[config.mk]
export PLATFORM = sky130hd
export DESIGN_NAME = control_unit_flat
export DESIGN_NICKNAME = d
export VERILOG_FILES = /design/src/rtl/control_unit_if.sv /design/src/rtl/control_unit.sv /design/src/flat_wrapper.sv
export SDC_FILE = /design/constraint.sdc
export NUM_CORES = 1
export LEC_CHECK = 0
export CORE_ASPECT_RATIO = 0.7
export CORE_MARGIN = 5
export CORE_UTILIZATION = 42
export DETAILED_ROUTE_END_ITERATION = 6
export GPL_TIMING_DRIVEN = 0
export PLACE_DENSITY_LB_ADDON = 0.25
export SYNTH_ARGS = -nofsm -noshare
export SYNTH_HDL_FRONTEND = slang
export SYNTH_SLANG_ARGS = --single-unit
[constraint.sdc]
create_clock -name clk -period 4.3 [get_ports clk]
set_input_delay 0.43 -clock clk [delete_from_list [all_inputs] [get_ports clk]]
set_output_delay 0.43 -clock clk [all_outputs]
set_load 0.05 [all_outputs]
[src/rtl/control_unit_if.sv]
// +----------------------------------------------------------------------+
// | control_unit_if: instruction fields, ALU status and datapath controls |
// | Rev 1.0                                                              |
// +----------------------------------------------------------------------+
`default_nettype none

interface control_unit_if;
  logic [5:0] Opcode;
  logic [5:0] Funct;
  logic       Overflow;
  logic       PCWrite;
  logic       PCWriteCond;
  logic       EQorNE;
  logic       MemRead_Write;
  logic       WDSrc;
  logic [2:0] IorD;
  logic       MDR;
  logic       IRWrite;
  logic       RegALoad;
  logic       RegBLoad;
  logic       ALUOutLoad;
  logic       EPCWrite;
  logic       RegWrite;
  logic [1:0] RegDst;
  logic [3:0] MemtoReg;
  logic       ALUSrcA;
  logic [1:0] ALUSrcB;
  logic [2:0] ALUOp;
  logic [2:0] PCSrc;
  logic [2:0] ShiftType;
  logic [1:0] ShiftQnt;
  logic [1:0] ShiftReg;
  logic [1:0] ExcCause;
  logic [4:0] State;

  modport master (
    input  Opcode, Funct, Overflow,
    output PCWrite, PCWriteCond, EQorNE, MemRead_Write, WDSrc, IorD, MDR,
           IRWrite, RegALoad, RegBLoad, ALUOutLoad, EPCWrite, RegWrite,
           RegDst, MemtoReg, ALUSrcA, ALUSrcB, ALUOp, PCSrc, ShiftType,
           ShiftQnt, ShiftReg, ExcCause, State
  );

  modport slave (
    output Opcode, Funct, Overflow,
    input  PCWrite, PCWriteCond, EQorNE, MemRead_Write, WDSrc, IorD, MDR,
           IRWrite, RegALoad, RegBLoad, ALUOutLoad, EPCWrite, RegWrite,
           RegDst, MemtoReg, ALUSrcA, ALUSrcB, ALUOp, PCSrc, ShiftType,
           ShiftQnt, ShiftReg, ExcCause, State
  );
endinterface

`default_nettype wire

[src/rtl/control_unit.sv]
// +----------------------------------------------------------------------+
// | control_unit: multicycle MIPS-subset control FSM with EPC exceptions |
// | Optional shifts enabled by macro SHIFT_INSTR_EN. Rev 1.0             |
// +----------------------------------------------------------------------+
`default_nettype none

module control_unit #(
  parameter logic [1:0] EXC_NONE   = 2'd0,
  parameter logic [1:0] EXC_OPCODE = 2'd1,
  parameter logic [1:0] EXC_OVF    = 2'd2
) (
  input  wire logic        clk,
  input  wire logic        rst,
  control_unit_if.master   bus
);

  localparam logic [5:0] c_OP_R    = 6'h00;
  localparam logic [5:0] c_OP_J    = 6'h02;
  localparam logic [5:0] c_OP_JAL  = 6'h03;
  localparam logic [5:0] c_OP_BEQ  = 6'h04;
  localparam logic [5:0] c_OP_BNE  = 6'h05;
  localparam logic [5:0] c_OP_ADDI = 6'h08;
  localparam logic [5:0] c_OP_LW   = 6'h23;
  localparam logic [5:0] c_OP_SW   = 6'h2B;
  localparam logic [5:0] c_FN_ADD  = 6'h20;
  localparam logic [5:0] c_FN_SUB  = 6'h22;
  localparam logic [5:0] c_FN_AND  = 6'h24;
  localparam logic [5:0] c_FN_JR   = 6'h08;
`ifdef SHIFT_INSTR_EN
  localparam logic [5:0] c_FN_SLL  = 6'h00;
  localparam logic [5:0] c_FN_SRL  = 6'h02;
  localparam logic [5:0] c_FN_SRA  = 6'h03;
`endif

  typedef enum logic [4:0] {
    S_RST     = 5'd0,
    S_FETCH   = 5'd1,
    S_FWAIT   = 5'd2,
    S_DECODE  = 5'd3,
    S_EXEC_R  = 5'd4,
    S_WB_R    = 5'd5,
    S_JR      = 5'd6,
    S_EXEC_I  = 5'd7,
    S_WB_I    = 5'd8,
    S_ADDR    = 5'd9,
    S_MRD     = 5'd10,
    S_MWAIT   = 5'd11,
    S_WB_LW   = 5'd12,
    S_MWR     = 5'd13,
    S_BRANCH  = 5'd14,
    S_JUMP    = 5'd15,
    S_LINK    = 5'd16,
    S_EXC_EPC = 5'd17,
    S_EXC_JMP = 5'd18
`ifdef SHIFT_INSTR_EN
    ,
    S_SH_LD   = 5'd19,
    S_SH_OP   = 5'd20,
    S_SH_WB   = 5'd21
`endif
  } state_t;

  state_t     r_state;
  state_t     w_next;
  logic [1:0] r_exc_cause;
  logic [1:0] w_cause;

  // Cause is captured only when entering EXC_EPC, so it stays sticky afterwards.
  always_ff @(posedge clk or negedge rst) begin
    if (!rst) begin
      r_state     <= S_RST;
      r_exc_cause <= EXC_NONE;
    end else begin
      r_state <= w_next;
      if (w_next == S_EXC_EPC) r_exc_cause <= w_cause;
    end
  end

  always_comb begin
    w_next            = r_state;
    w_cause           = EXC_NONE;
    bus.PCWrite       = 1'b0;
    bus.PCWriteCond   = 1'b0;
    bus.EQorNE        = 1'b0;
    bus.MemRead_Write = 1'b0;
    bus.WDSrc         = 1'b0;
    bus.IorD          = 3'd0;
    bus.MDR           = 1'b0;
    bus.IRWrite       = 1'b0;
    bus.RegALoad      = 1'b0;
    bus.RegBLoad      = 1'b0;
    bus.ALUOutLoad    = 1'b0;
    bus.EPCWrite      = 1'b0;
    bus.RegWrite      = 1'b0;
    bus.RegDst        = 2'd0;
    bus.MemtoReg      = 4'd0;
    bus.ALUSrcA       = 1'b0;
    bus.ALUSrcB       = 2'd0;
    bus.ALUOp         = 3'b000;
    bus.PCSrc         = 3'd0;
    bus.ShiftType     = 3'b000;
    bus.ShiftQnt      = 2'd0;
    bus.ShiftReg      = 2'd0;
    bus.ExcCause      = r_exc_cause;
    bus.State         = r_state;

    case (r_state)
      S_RST: w_next = S_FETCH;
      S_FETCH: begin
        bus.ALUSrcB = 2'd1;
        bus.ALUOp   = 3'b001;
        bus.PCWrite = 1'b1;
        w_next      = S_FWAIT;
      end
      S_FWAIT: begin
        bus.IRWrite = 1'b1;
        w_next      = S_DECODE;
      end
      S_DECODE: begin
        bus.RegALoad   = 1'b1;
        bus.RegBLoad   = 1'b1;
        bus.ALUSrcB    = 2'd3;
        bus.ALUOp      = 3'b001;
        bus.ALUOutLoad = 1'b1;
        w_next         = S_EXC_EPC;
        w_cause        = EXC_OPCODE;
        case (bus.Opcode)
          c_OP_R: begin
            case (bus.Funct)
              c_FN_ADD, c_FN_SUB, c_FN_AND: w_next = S_EXEC_R;
              c_FN_JR:                      w_next = S_JR;
`ifdef SHIFT_INSTR_EN
              c_FN_SLL, c_FN_SRL, c_FN_SRA: w_next = S_SH_LD;
`endif
              default:                      w_next = S_EXC_EPC;
            endcase
          end
          c_OP_ADDI:          w_next = S_EXEC_I;
          c_OP_LW, c_OP_SW:   w_next = S_ADDR;
          c_OP_BEQ, c_OP_BNE: w_next = S_BRANCH;
          c_OP_J:             w_next = S_JUMP;
          c_OP_JAL:           w_next = S_LINK;
          default:            w_next = S_EXC_EPC;
        endcase
      end
      S_EXEC_R: begin
        bus.ALUSrcA    = 1'b1;
        bus.ALUOutLoad = 1'b1;
        case (bus.Funct)
          c_FN_SUB: bus.ALUOp = 3'b010;
          c_FN_AND: bus.ALUOp = 3'b011;
          default:  bus.ALUOp = 3'b001;
        endcase
        if (bus.Overflow && (bus.Funct == c_FN_ADD || bus.Funct == c_FN_SUB)) begin
          w_next  = S_EXC_EPC;
          w_cause = EXC_OVF;
        end else begin
          w_next = S_WB_R;
        end
      end
      S_WB_R: begin
        bus.RegDst   = 2'd1;
        bus.RegWrite = 1'b1;
        w_next       = S_FETCH;
      end
      S_JR: begin
        bus.ALUSrcA = 1'b1;
        bus.PCWrite = 1'b1;
        w_next      = S_FETCH;
      end
      S_EXEC_I, S_ADDR: begin
        bus.ALUSrcA    = 1'b1;
        bus.ALUSrcB    = 2'd2;
        bus.ALUOp      = 3'b001;
        bus.ALUOutLoad = 1'b1;
        if (r_state == S_ADDR)
          w_next = (bus.Opcode == c_OP_SW) ? S_MWR : S_MRD;
        else if (bus.Overflow) begin
          w_next  = S_EXC_EPC;
          w_cause = EXC_OVF;
        end else
          w_next = S_WB_I;
      end
      S_WB_I: begin
        bus.RegWrite = 1'b1;
        w_next       = S_FETCH;
      end
      S_MRD: begin
        bus.IorD = 3'd1;
        w_next   = S_MWAIT;
      end
      S_MWAIT: begin
        bus.MDR = 1'b1;
        w_next  = S_WB_LW;
      end
      S_WB_LW: begin
        bus.MemtoReg = 4'd1;
        bus.RegWrite = 1'b1;
        w_next       = S_FETCH;
      end
      S_MWR: begin
        bus.IorD          = 3'd1;
        bus.MemRead_Write = 1'b1;
        w_next            = S_FETCH;
      end
      S_BRANCH: begin
        bus.ALUSrcA     = 1'b1;
        bus.ALUOp       = 3'b010;
        bus.PCSrc       = 3'd1;
        bus.PCWriteCond = 1'b1;
        bus.EQorNE      = (bus.Opcode == c_OP_BNE);
        w_next          = S_FETCH;
      end
      S_JUMP: begin
        bus.PCSrc   = 3'd2;
        bus.PCWrite = 1'b1;
        w_next      = S_FETCH;
      end
      S_LINK: begin
        bus.RegDst   = 2'd2;
        bus.MemtoReg = 4'd6;
        bus.RegWrite = 1'b1;
        w_next       = S_JUMP;
      end
      S_EXC_EPC: begin
        bus.ALUSrcB  = 2'd1;
        bus.ALUOp    = 3'b010;
        bus.EPCWrite = 1'b1;
        w_next       = S_EXC_JMP;
      end
      S_EXC_JMP: begin
        bus.PCSrc   = 3'd5;
        bus.PCWrite = 1'b1;
        w_next      = S_FETCH;
      end
`ifdef SHIFT_INSTR_EN
      S_SH_LD: begin
        bus.ShiftReg  = 2'd2;
        bus.ShiftQnt  = 2'd1;
        bus.ShiftType = 3'b001;
        w_next        = S_SH_OP;
      end
      S_SH_OP: begin
        case (bus.Funct)
          c_FN_SRL: bus.ShiftType = 3'b011;
          c_FN_SRA: bus.ShiftType = 3'b100;
          default:  bus.ShiftType = 3'b010;
        endcase
        w_next = S_SH_WB;
      end
      S_SH_WB: begin
        bus.RegDst   = 2'd1;
        bus.MemtoReg = 4'd3;
        bus.RegWrite = 1'b1;
        w_next       = S_FETCH;
      end
`endif
      default: w_next = S_FETCH;
    endcase
  end

endmodule

`default_nettype wire

[src/flat_wrapper.sv]
// flat-port wrapper written by rule: the top's interface ports become plain ports
module control_unit_flat 
#(
  parameter logic [1:0] EXC_NONE   = 2'd0,
  parameter logic [1:0] EXC_OPCODE = 2'd1,
  parameter logic [1:0] EXC_OVF    = 2'd2
)
  (clk, rst, bus_Opcode, bus_Funct, bus_Overflow, bus_PCWrite, bus_PCWriteCond, bus_EQorNE, bus_MemRead_Write, bus_WDSrc, bus_IorD, bus_MDR, bus_IRWrite, bus_RegALoad, bus_RegBLoad, bus_ALUOutLoad, bus_EPCWrite, bus_RegWrite, bus_RegDst, bus_MemtoReg, bus_ALUSrcA, bus_ALUSrcB, bus_ALUOp, bus_PCSrc, bus_ShiftType, bus_ShiftQnt, bus_ShiftReg, bus_ExcCause, bus_State);
  control_unit_if bus_i ();
  input  wire logic clk;
  input  wire logic rst;
  input wire logic [$bits(bus_i.Opcode)-1:0] bus_Opcode;
  input wire logic [$bits(bus_i.Funct)-1:0] bus_Funct;
  input wire logic [$bits(bus_i.Overflow)-1:0] bus_Overflow;
  output wire logic [$bits(bus_i.PCWrite)-1:0] bus_PCWrite;
  output wire logic [$bits(bus_i.PCWriteCond)-1:0] bus_PCWriteCond;
  output wire logic [$bits(bus_i.EQorNE)-1:0] bus_EQorNE;
  output wire logic [$bits(bus_i.MemRead_Write)-1:0] bus_MemRead_Write;
  output wire logic [$bits(bus_i.WDSrc)-1:0] bus_WDSrc;
  output wire logic [$bits(bus_i.IorD)-1:0] bus_IorD;
  output wire logic [$bits(bus_i.MDR)-1:0] bus_MDR;
  output wire logic [$bits(bus_i.IRWrite)-1:0] bus_IRWrite;
  output wire logic [$bits(bus_i.RegALoad)-1:0] bus_RegALoad;
  output wire logic [$bits(bus_i.RegBLoad)-1:0] bus_RegBLoad;
  output wire logic [$bits(bus_i.ALUOutLoad)-1:0] bus_ALUOutLoad;
  output wire logic [$bits(bus_i.EPCWrite)-1:0] bus_EPCWrite;
  output wire logic [$bits(bus_i.RegWrite)-1:0] bus_RegWrite;
  output wire logic [$bits(bus_i.RegDst)-1:0] bus_RegDst;
  output wire logic [$bits(bus_i.MemtoReg)-1:0] bus_MemtoReg;
  output wire logic [$bits(bus_i.ALUSrcA)-1:0] bus_ALUSrcA;
  output wire logic [$bits(bus_i.ALUSrcB)-1:0] bus_ALUSrcB;
  output wire logic [$bits(bus_i.ALUOp)-1:0] bus_ALUOp;
  output wire logic [$bits(bus_i.PCSrc)-1:0] bus_PCSrc;
  output wire logic [$bits(bus_i.ShiftType)-1:0] bus_ShiftType;
  output wire logic [$bits(bus_i.ShiftQnt)-1:0] bus_ShiftQnt;
  output wire logic [$bits(bus_i.ShiftReg)-1:0] bus_ShiftReg;
  output wire logic [$bits(bus_i.ExcCause)-1:0] bus_ExcCause;
  output wire logic [$bits(bus_i.State)-1:0] bus_State;
  assign bus_i.Opcode = bus_Opcode;
  assign bus_i.Funct = bus_Funct;
  assign bus_i.Overflow = bus_Overflow;
  assign bus_PCWrite = bus_i.PCWrite;
  assign bus_PCWriteCond = bus_i.PCWriteCond;
  assign bus_EQorNE = bus_i.EQorNE;
  assign bus_MemRead_Write = bus_i.MemRead_Write;
  assign bus_WDSrc = bus_i.WDSrc;
  assign bus_IorD = bus_i.IorD;
  assign bus_MDR = bus_i.MDR;
  assign bus_IRWrite = bus_i.IRWrite;
  assign bus_RegALoad = bus_i.RegALoad;
  assign bus_RegBLoad = bus_i.RegBLoad;
  assign bus_ALUOutLoad = bus_i.ALUOutLoad;
  assign bus_EPCWrite = bus_i.EPCWrite;
  assign bus_RegWrite = bus_i.RegWrite;
  assign bus_RegDst = bus_i.RegDst;
  assign bus_MemtoReg = bus_i.MemtoReg;
  assign bus_ALUSrcA = bus_i.ALUSrcA;
  assign bus_ALUSrcB = bus_i.ALUSrcB;
  assign bus_ALUOp = bus_i.ALUOp;
  assign bus_PCSrc = bus_i.PCSrc;
  assign bus_ShiftType = bus_i.ShiftType;
  assign bus_ShiftQnt = bus_i.ShiftQnt;
  assign bus_ShiftReg = bus_i.ShiftReg;
  assign bus_ExcCause = bus_i.ExcCause;
  assign bus_State = bus_i.State;
  control_unit #(.EXC_NONE(EXC_NONE), .EXC_OPCODE(EXC_OPCODE), .EXC_OVF(EXC_OVF)) u_core (.clk(clk), .rst(rst), .bus(bus_i));
endmodule
## After elaboration in Yosys (flattened, before gate mapping)

Index checks and enable logic that the tools add are counted.

- Word-level logic and storage cells: 76
- Bits of input ports: 15
- Register bits: 7

- Reduce and logical (&&, ||, !) cells: 15
- Muxes and demuxes: 29
- Equality and inequality tests: 30

Operator list:

| cell | number |
|---|---|
| one-hot mux 5 bit (9 select lines) | 1 |
| equality test 5 x 4 -> 1 bit, second input constant | 8 |
| equality test 6 bit, second input constant | 5 |
| one-hot mux 5 bit (6 select lines) | 1 |
| equality test 5 x 3 -> 1 bit, second input constant | 4 |
| equality test 5 bit, second input constant | 4 |
| one-hot mux 3 bit (3 select lines) | 2 |
| OR reduction 4 bit | 4 |
| two-way mux 5 bit | 3 |
| equality test 6 x 2 -> 1 bit, second input constant | 2 |
| equality test 6 x 3 -> 1 bit, second input constant | 2 |
| equality test 6 x 4 -> 1 bit, second input constant | 2 |
| two-way mux 1 bit | 12 |
| one-hot mux 2 bit (3 select lines) | 2 |
| OR reduction 2 bit | 6 |
| equality test 5 x 2 -> 1 bit, second input constant | 2 |
| one-hot mux 5 bit (2 select lines) | 1 |
| one-hot mux 2 bit (2 select lines) | 2 |
| logical NOT 6 bit | 1 |
| two-way mux 2 bit | 3 |
| one-hot mux 3 bit (2 select lines) | 1 |
| equality test 5 x 1 -> 1 bit, second input constant | 1 |
| OR reduction 5 bit | 1 |
| two-way mux 3 bit | 1 |
| 3 further kinds | 3 |

## Longest topological paths before layout

Gate-level depths: netlist of the first run.

- Word-level depth: 6
- Mapped depth: 7

## Worst setup path before layout of the first run

OpenSTA, ideal clock, no wires.

- Kind: flip-flop to output port
- Start: register u_core.r_state[2], in the netlist u_core.bus.State[2]
- End: output bus_MemtoReg[2]
- Data required time: 3.870 ns
- Arrival time: 3.024 ns
- Stages on the path, launching flop included: 6
- Slack: 0.846 ns
- Path through: dfrtp_1 clkbuf_1 or3b_2 clkbuf_1 nor3_1 buf_4

- Word-level cells in the longest chain between the ends: 2

Ends and longest elaborated chain:

| element | RTL line | RTL |
|---|---|---|
| start: declaration | control_unit.sv:63 | `state_t r_state;` |
| start signal: assignment | control_unit.sv:74 | `r_state <= w_next;` |
| equality test 5 bit / equality test 5 x 4 -> 1 bit (equally long branches) | control_unit.sv:107 | `case (r_state)` |
| one-hot mux 3 bit (2 select lines) (*) | control_unit.sv:107 |  |
| end: declaration | flat_wrapper.sv:29 | `output wire logic [$bits(bus_i.MemtoReg)-1:0] bus_MemtoReg;` |

Every way passes the cells marked *; elsewhere a longest branch is shown, timed or not.

## Worst setup path after layout of the first run

Same ends and word-level chain as after synthesis.

==> flow_metrics.tcl, run 1 <==
set metrics [dict create \
    place_congestion 0.837 \
    largest_net_degree_at_the_start_of_global_routing 11 \
    relSlewSlack 0.407 \
    cp-startpoint "u_core.bus.State[2]" \
    worst_clock_skew_ns 0.00248 \
    vias_per_cell 5.45 \
    postSynthRegisterBits 7 \
    drt-total-wl_mm 3.52 \
    synth_top_area_cell "dfrtp_1" \
    synth_warnings 0 \
    power-per-cell-area_nw_per_um2 740 \
    fp.dieH_um 52.7 \
    critPathRequiredTime_ns 3.87 \
    r2r-end "u_core.bus.ExcCause[0]" \
    finalNetCount 233 \
    dieArea_um2 3740 \
    seqCellArea_um2 175 \
    worst_slew_pin_slew_ns 0.882 \
    timing.setup.tns_ns 0 \
    final_common_cell "clkdlybuf4s50_1" \
    crit_path_start_kind "flip-flop" \
    layout_min_cycle_time_ns 3.47 \
    ioPinCount 59 \
    h-tree-depth 1 \
    worstPathMaxFanout 10 \
    clk_latency_ns 0.22 \
    global_route.overflow_total 0 \
    cell_variety_after_synth 45 \
    antenna_found_initial 0 \
    drcViolationCount 0 \
    finalCritPeriodShare 0.808 \
    tritoncts "done" \
    drive_above_1_share 0.111 \
    multi_input_area_um2 776 \
    cts.root.buffer_cell "clkbuf_8" \
    antenna_violating_nets_post_route 0 \
    num_antenna_cells 0 \
    wl_per_cell_um 14.0 \
    cts_inserted_buffers 3 \
    post_cts_buffers 0 \
    timing.critical_path.arrival_ns 3.04 \
    r2r_start "u_core.bus.State[2]" \
    synth_sequential_area_ratio 0.160 \
    detailedPlacementHpwl_mm 2.73 \
    grt_pass1_wl_mm 5.84 \
    die_x_um 71.0 \
    synth_top_cells_by_area "dfrtp_1, buf_4, nand2b_1" \
    worst_hold_path_type "input pin to asynchronous set/reset pin" \
    placement_rows 15 \
    io_buffers 43 \
    mostFrequentLayoutCells "clkdlybuf4s50_1, nor2_1, buf_4, clkbuf_1, conb_1" \
    vias 1367 \
    areaGrowthSynthToFinish_pct 51.1 \
    fmax_mhz 288 \
    design.core.area_um2 2480 \
    synth-edff-count 0 \
    via_count_of_the_first_global_routing_pass 1278 \
    avgSynthCellArea_um2 6.88 \
    syn_area_um2 1090 \
    power.leakage_nw 0.653 \
    synth_top_cell_area_share 0.160 \
    regToRegSetupSlack_ns 1.93 \
    setup_violations 0 \
    slew_viol_final 0 \
    timing_worst_setup_path_type "flip-flop to primary output" \
    ys_async_sr_fraction 1.00 \
    worst-r2r-cell-count 7 \
    floorplan.initialDensity 0.441 \
    synthCells 159 \
    report.final.hold_viol_count 0 \
    timing.max_cap.violations 0 \
    placedCellCount 247 \
    grt_setup_unrepaired "no" \
    violation_count_after_the_first_detailed_route_iteration 79 \
    path_clk_slew_ns 0.04 \
    synth_top_flop_cell "dfrtp_1" \
    vdd.ir_drop.worst_v 0.000532 \
    maximum_clock_insertion_buffer_count 2 \
    setup.worst_path.end "bus_MemtoReg[2]" \
    drt-pass1-iter-count 4 \
    final-instance-count-excl-fill 251 \
    cp-end-kind "primary output" \
    fill_cells 225 \
    cts.sinks 7 \
    grt.total_usage 0.193 \
    cts.hold.buffers_added 0 \
    result_of_the_run "finished, final reports clean" \
    cts.repair.resized 0 \
]
## per-stage QoR
stage	util	hold WS [ns]	setup WS (ns)	power, mW	area (µm²)
detailed placement	0.649	0.477	0.939	1.12	1610
floorplan	-	0.134	0.846	0.832	1130
global placement	0.649	0.477	1.01	1.11	1610
finish	0.667	0.456	0.826	1.22	1650
global route	0.667	0.481	0.643	1.30	1650
CTS	0.667	0.461	0.845	1.22	1650
## area by class of cell
| cell class | instances | area share |
|---|---|---|
| Buffer | 29 | 0.104 |
| Clock buffer | 4 | 0.0273 |
| Inverter | 3 | 0.00681 |
| Multi-Input combinational cell | 131 | 0.469 |
| Sequential cell | 7 | 0.106 |
| Tap cell | 34 | 0.0257 |
| Timing Repair Buffer | 43 | 0.260 |
## per-layer routing
metal	vias to the layer above	track usage	share of wire
li1	668	-	-
met1	609	0.270	0.44
met2	88	0.291	0.43
met3	2	0.0441	0.12
met4	0	0.0656	0.0023
met5	-	0	0
## registers in the layout (all words and copies together) (netlist names)
signal / cells
u_core.bus.ExcCause: 2
u_core.bus.State: 5
## cells by family (layout without fill, tap and decap cells)
group,count (synthesis),count (layout),share of synthesized area
simple gates,74,74,0.371
compound gates,41,41,0.264
buf+inv,32,79,0.168
flops,7,7,0.160
xor+xnor,3,3,0.0240
other cells,1,12,0.00343
mux,1,1,0.00915
## synth_stat cells, drive strengths merged (4+ instances only)
master,count
nor2b,5
nand2,8
nor4,5
buf,18
nor3b,4
nor2,17
a211oi,4
nor3,10
dfrtp,7
clkbuf,11
o21ai,7
a21oi,8
nand2b,11
or3,4
## report_power, final
group | switching (mW) | internal (mW) | leakage, nW
Combinational | 0.682 | 0.333 | 0.545
Clock | 0.0262 | 0.0639 | 0.0228
Sequential | 0.0226 | 0.0953 | 0.0855
## critical path, stage by stage (launching register included)
cell             delay, ns
dfrtp_1               0.37
clkbuf_1              0.22
or3b_2                0.48
clkbuf_1              0.20
nor3_1                0.54
buf_4                 0.22
clkdlybuf4s50_1       0.79
## worst min-delay path by stage
stage / from / endpoint / slack [ns] / cells after the start
4_1_cts: rst / u_core.bus.State[0] / 0.46 / 1
2_1_floorplan: rst / u_core.bus.ExcCause[0] / 0.13 / 0
6_report: rst / u_core.bus.State[0] / 0.46 / 1
3_5_place_dp: u_core.bus.ExcCause[1] / u_core.bus.ExcCause[1] / 0.48 / 1
5_1_grt: rst / u_core.bus.State[0] / 0.48 / 1
3_3_place_gp: u_core.bus.ExcCause[1] / u_core.bus.ExcCause[1] / 0.48 / 1
(Power assumes the default switching activity.)
==> run 2: changes to the inputs <==
- CORE_UTILIZATION: 42 -> 35
- clock period: 4.3 -> 2.9 ns (I/O delays scaled with it)
==> flow_metrics.tcl, run 2 (synthesis gave the netlist of run 1 again) <==
set metrics [dict create \
    result_of_the_run "finished, final reports clean" \
    worstPathMaxFanout 10 \
    layout_min_cycle_time_ns 2.74 \
    worst_clock_skew_ns 0.00105 \
    finalCritPeriodShare 0.945 \
    dieArea_um2 4360 \
    power.net_switching_mw 1.10 \
    slew_viol_final 0 \
    placement_rows 17 \
    multi_input_area_um2 830 \
    floorplan.initialDensity 0.355 \
    final-instance-count-excl-fill 255 \
    cts_inserted_buffers 3 \
    grt.total_usage 0.148 \
    largest_net_degree_at_the_start_of_global_routing 11 \
    placedCellCount 251 \
    final_common_cell "clkdlybuf4s50_1" \
    critical_path.top_delay_family "buffers and inverters" \
    drt-pass1-iter-count 4 \
    timing.max_cap.violations 0 \
    timing_worst_setup_path_type "flip-flop to primary output" \
    layout_cell_area_excl_fill_um2 1720 \
    mostFrequentLayoutCells "clkdlybuf4s50_1, buf_4, nor2_1, clkbuf_1, conb_1" \
    crit_path_start_kind "flip-flop" \
    relSlewSlack 0.654 \
    vias 1313 \
    fp.dieH_um 56.8 \
    largest_register_ffs 5 \
    cp-end-kind "primary output" \
    cts.repair.resized 13 \
    detailedPlacementHpwl_mm 2.65 \
    maximum_clock_insertion_buffer_count 2 \
    vias_per_cell 5.15 \
    timing.critical_path.arrival_ns 2.45 \
    areaGrowthSynthToFinish_pct 57.4 \
    cts.hold.buffers_added 0 \
    via_count_of_the_first_global_routing_pass 1151 \
    postLayoutSetupSlackWorst_ns 0.161 \
    crit_path_top_delay_cell "or3b_2" \
    setup_violations 0 \
    vdd.ir_drop.worst_v 0.000403 \
    report.final.hold_viol_count 0 \
    cp_common_cell "clkbuf_1" \
    grt_pass1_wl_mm 5.41 \
    fill_cells 303 \
    power-per-cell-area_nw_per_um2 1060 \
    slowest_delay_ns 0.48 \
    io_buffers 43 \
    drcViolationCount 0 \
    final_util 0.558 \
    pwr-share-comb 0.831 \
    clk_latency_ns 0.22 \
    tritoncts "done" \
    power.leakage_nw 0.824 \
    seqCellArea_um2 175 \
    switching_share 0.605 \
    h-tree-depth 1 \
    drt-total-wl_mm 3.35 \
    cts.root.buffer_cell "clkbuf_8" \
    design.core.area_um2 3080 \
    critPathRequiredTime_ns 2.61 \
    ioPinCount 59 \
    drive_above_1_share 0.157 \
    internal_power_mw 0.717 \
    wl_per_cell_um 13.1 \
    antenna_found_initial 0 \
    cts.sinks 7 \
    crit_chain "clkbuf_1 -> or3b_2 -> clkbuf_1 -> nor3_2 -> buf_4 -> clkdlybuf4s15_1" \
    post_cts_buffers 0 \
    grt_setup_unrepaired "no" \
    violation_count_after_the_first_detailed_route_iteration 75 \
    num_antenna_cells 0 \
    combined_buffer_and_inverter_count_along_the_critical_path 4 \
    global_route.overflow_total 0 \
    total_power_mw 1.82 \
    worst_hold_path_type "input pin to asynchronous set/reset pin" \
    post_dp_cell_area_um2 1650 \
    path_clk_slew_ns 0.04 \
    worst_slew_pin_slew_ns 0.515 \
    pre_cts_ws_ns -0.200 \
    antenna_violating_nets_post_route 0 \
    finalNetCount 233 \
    pwr-share-seq 0.095 \
    clockPowerShare 0.074 \
    fmax_mhz 365 \
    place_congestion 0.839 \
    die_x_um 76.8 \
]
run 2: per-stage QoR:
step	TNS (ns)	hold slack [ns]
after CTS	0	0.324
after global placement	-0.237	0.482
after global routing	0	0.346
after detailed placement	-0.232	0.476
final	0	0.320
after floorplan	0	-0.00559
run 2: worst paths after layout:
path                                     endpoint  cells past startpoint  slack [ns]                   start
max                               bus_MemtoReg[2]                      6        0.16     u_core.bus.State[2]
min                           u_core.bus.State[4]                      1        0.32                     rst
max reg2reg                u_core.bus.ExcCause[0]                      6        0.74     u_core.bus.State[0]
min reg2reg                u_core.bus.ExcCause[1]                      1        0.49  u_core.bus.ExcCause[1]
max in group asynchronous  u_core.bus.ExcCause[1]                      1        2.35                     rst
min in group clk           u_core.bus.ExcCause[1]                      1        0.49  u_core.bus.ExcCause[1]
run 2: worst register-to-register path, cell delays in order (launching register included):
cell,delay [ns]
dfrtp_1,0.33
clkbuf_1,0.37
nand2_1,0.18
or4_1,0.48
o32ai_1,0.39
a311o_1,0.17
o211ai_1,0.08
run 2: power groups by stage:
| stage | Sequential, mW | Clock, mW | Combinational, mW |
|---|---|---|---|
| after detailed placement | 0.173 | 0 | 1.51 |
| after CTS | 0.171 | 0.137 | 1.50 |
| after global routing | 0.177 | 0.148 | 1.60 |
| after global placement | 0.173 | 0 | 1.51 |
| after floorplan | 0.311 | 0 | 0.949 |
| final | 0.172 | 0.135 | 1.51 |
run 2: per-layer routing:
metal / share of wire / vias up / track usage
li1: - / 658 / -
met1: 0.49 / 598 / 0.225
met4: 0.0042 / 0 / 0.0374
met2: 0.42 / 55 / 0.204
met3: 0.085 / 2 / 0.0369
met5: 0 / - / 0
run 2: area by class of cell:
| cell class | count | area share |
|---|---|---|
| Clock buffer | 4 | 0.0262 |
| Sequential cell | 7 | 0.102 |
| Buffer | 29 | 0.100 |
| Inverter | 3 | 0.00654 |
| Multi-Input combinational cell | 131 | 0.482 |
| Tap cell | 38 | 0.0276 |
| Timing Repair Buffer | 43 | 0.256 |
==> run 3: changes to the inputs <==
- GPL_ROUTABILITY_DRIVEN: unset -> 0
==> results of run 3 <==
Final layout, timing and power as in run 2 (identical DEF).
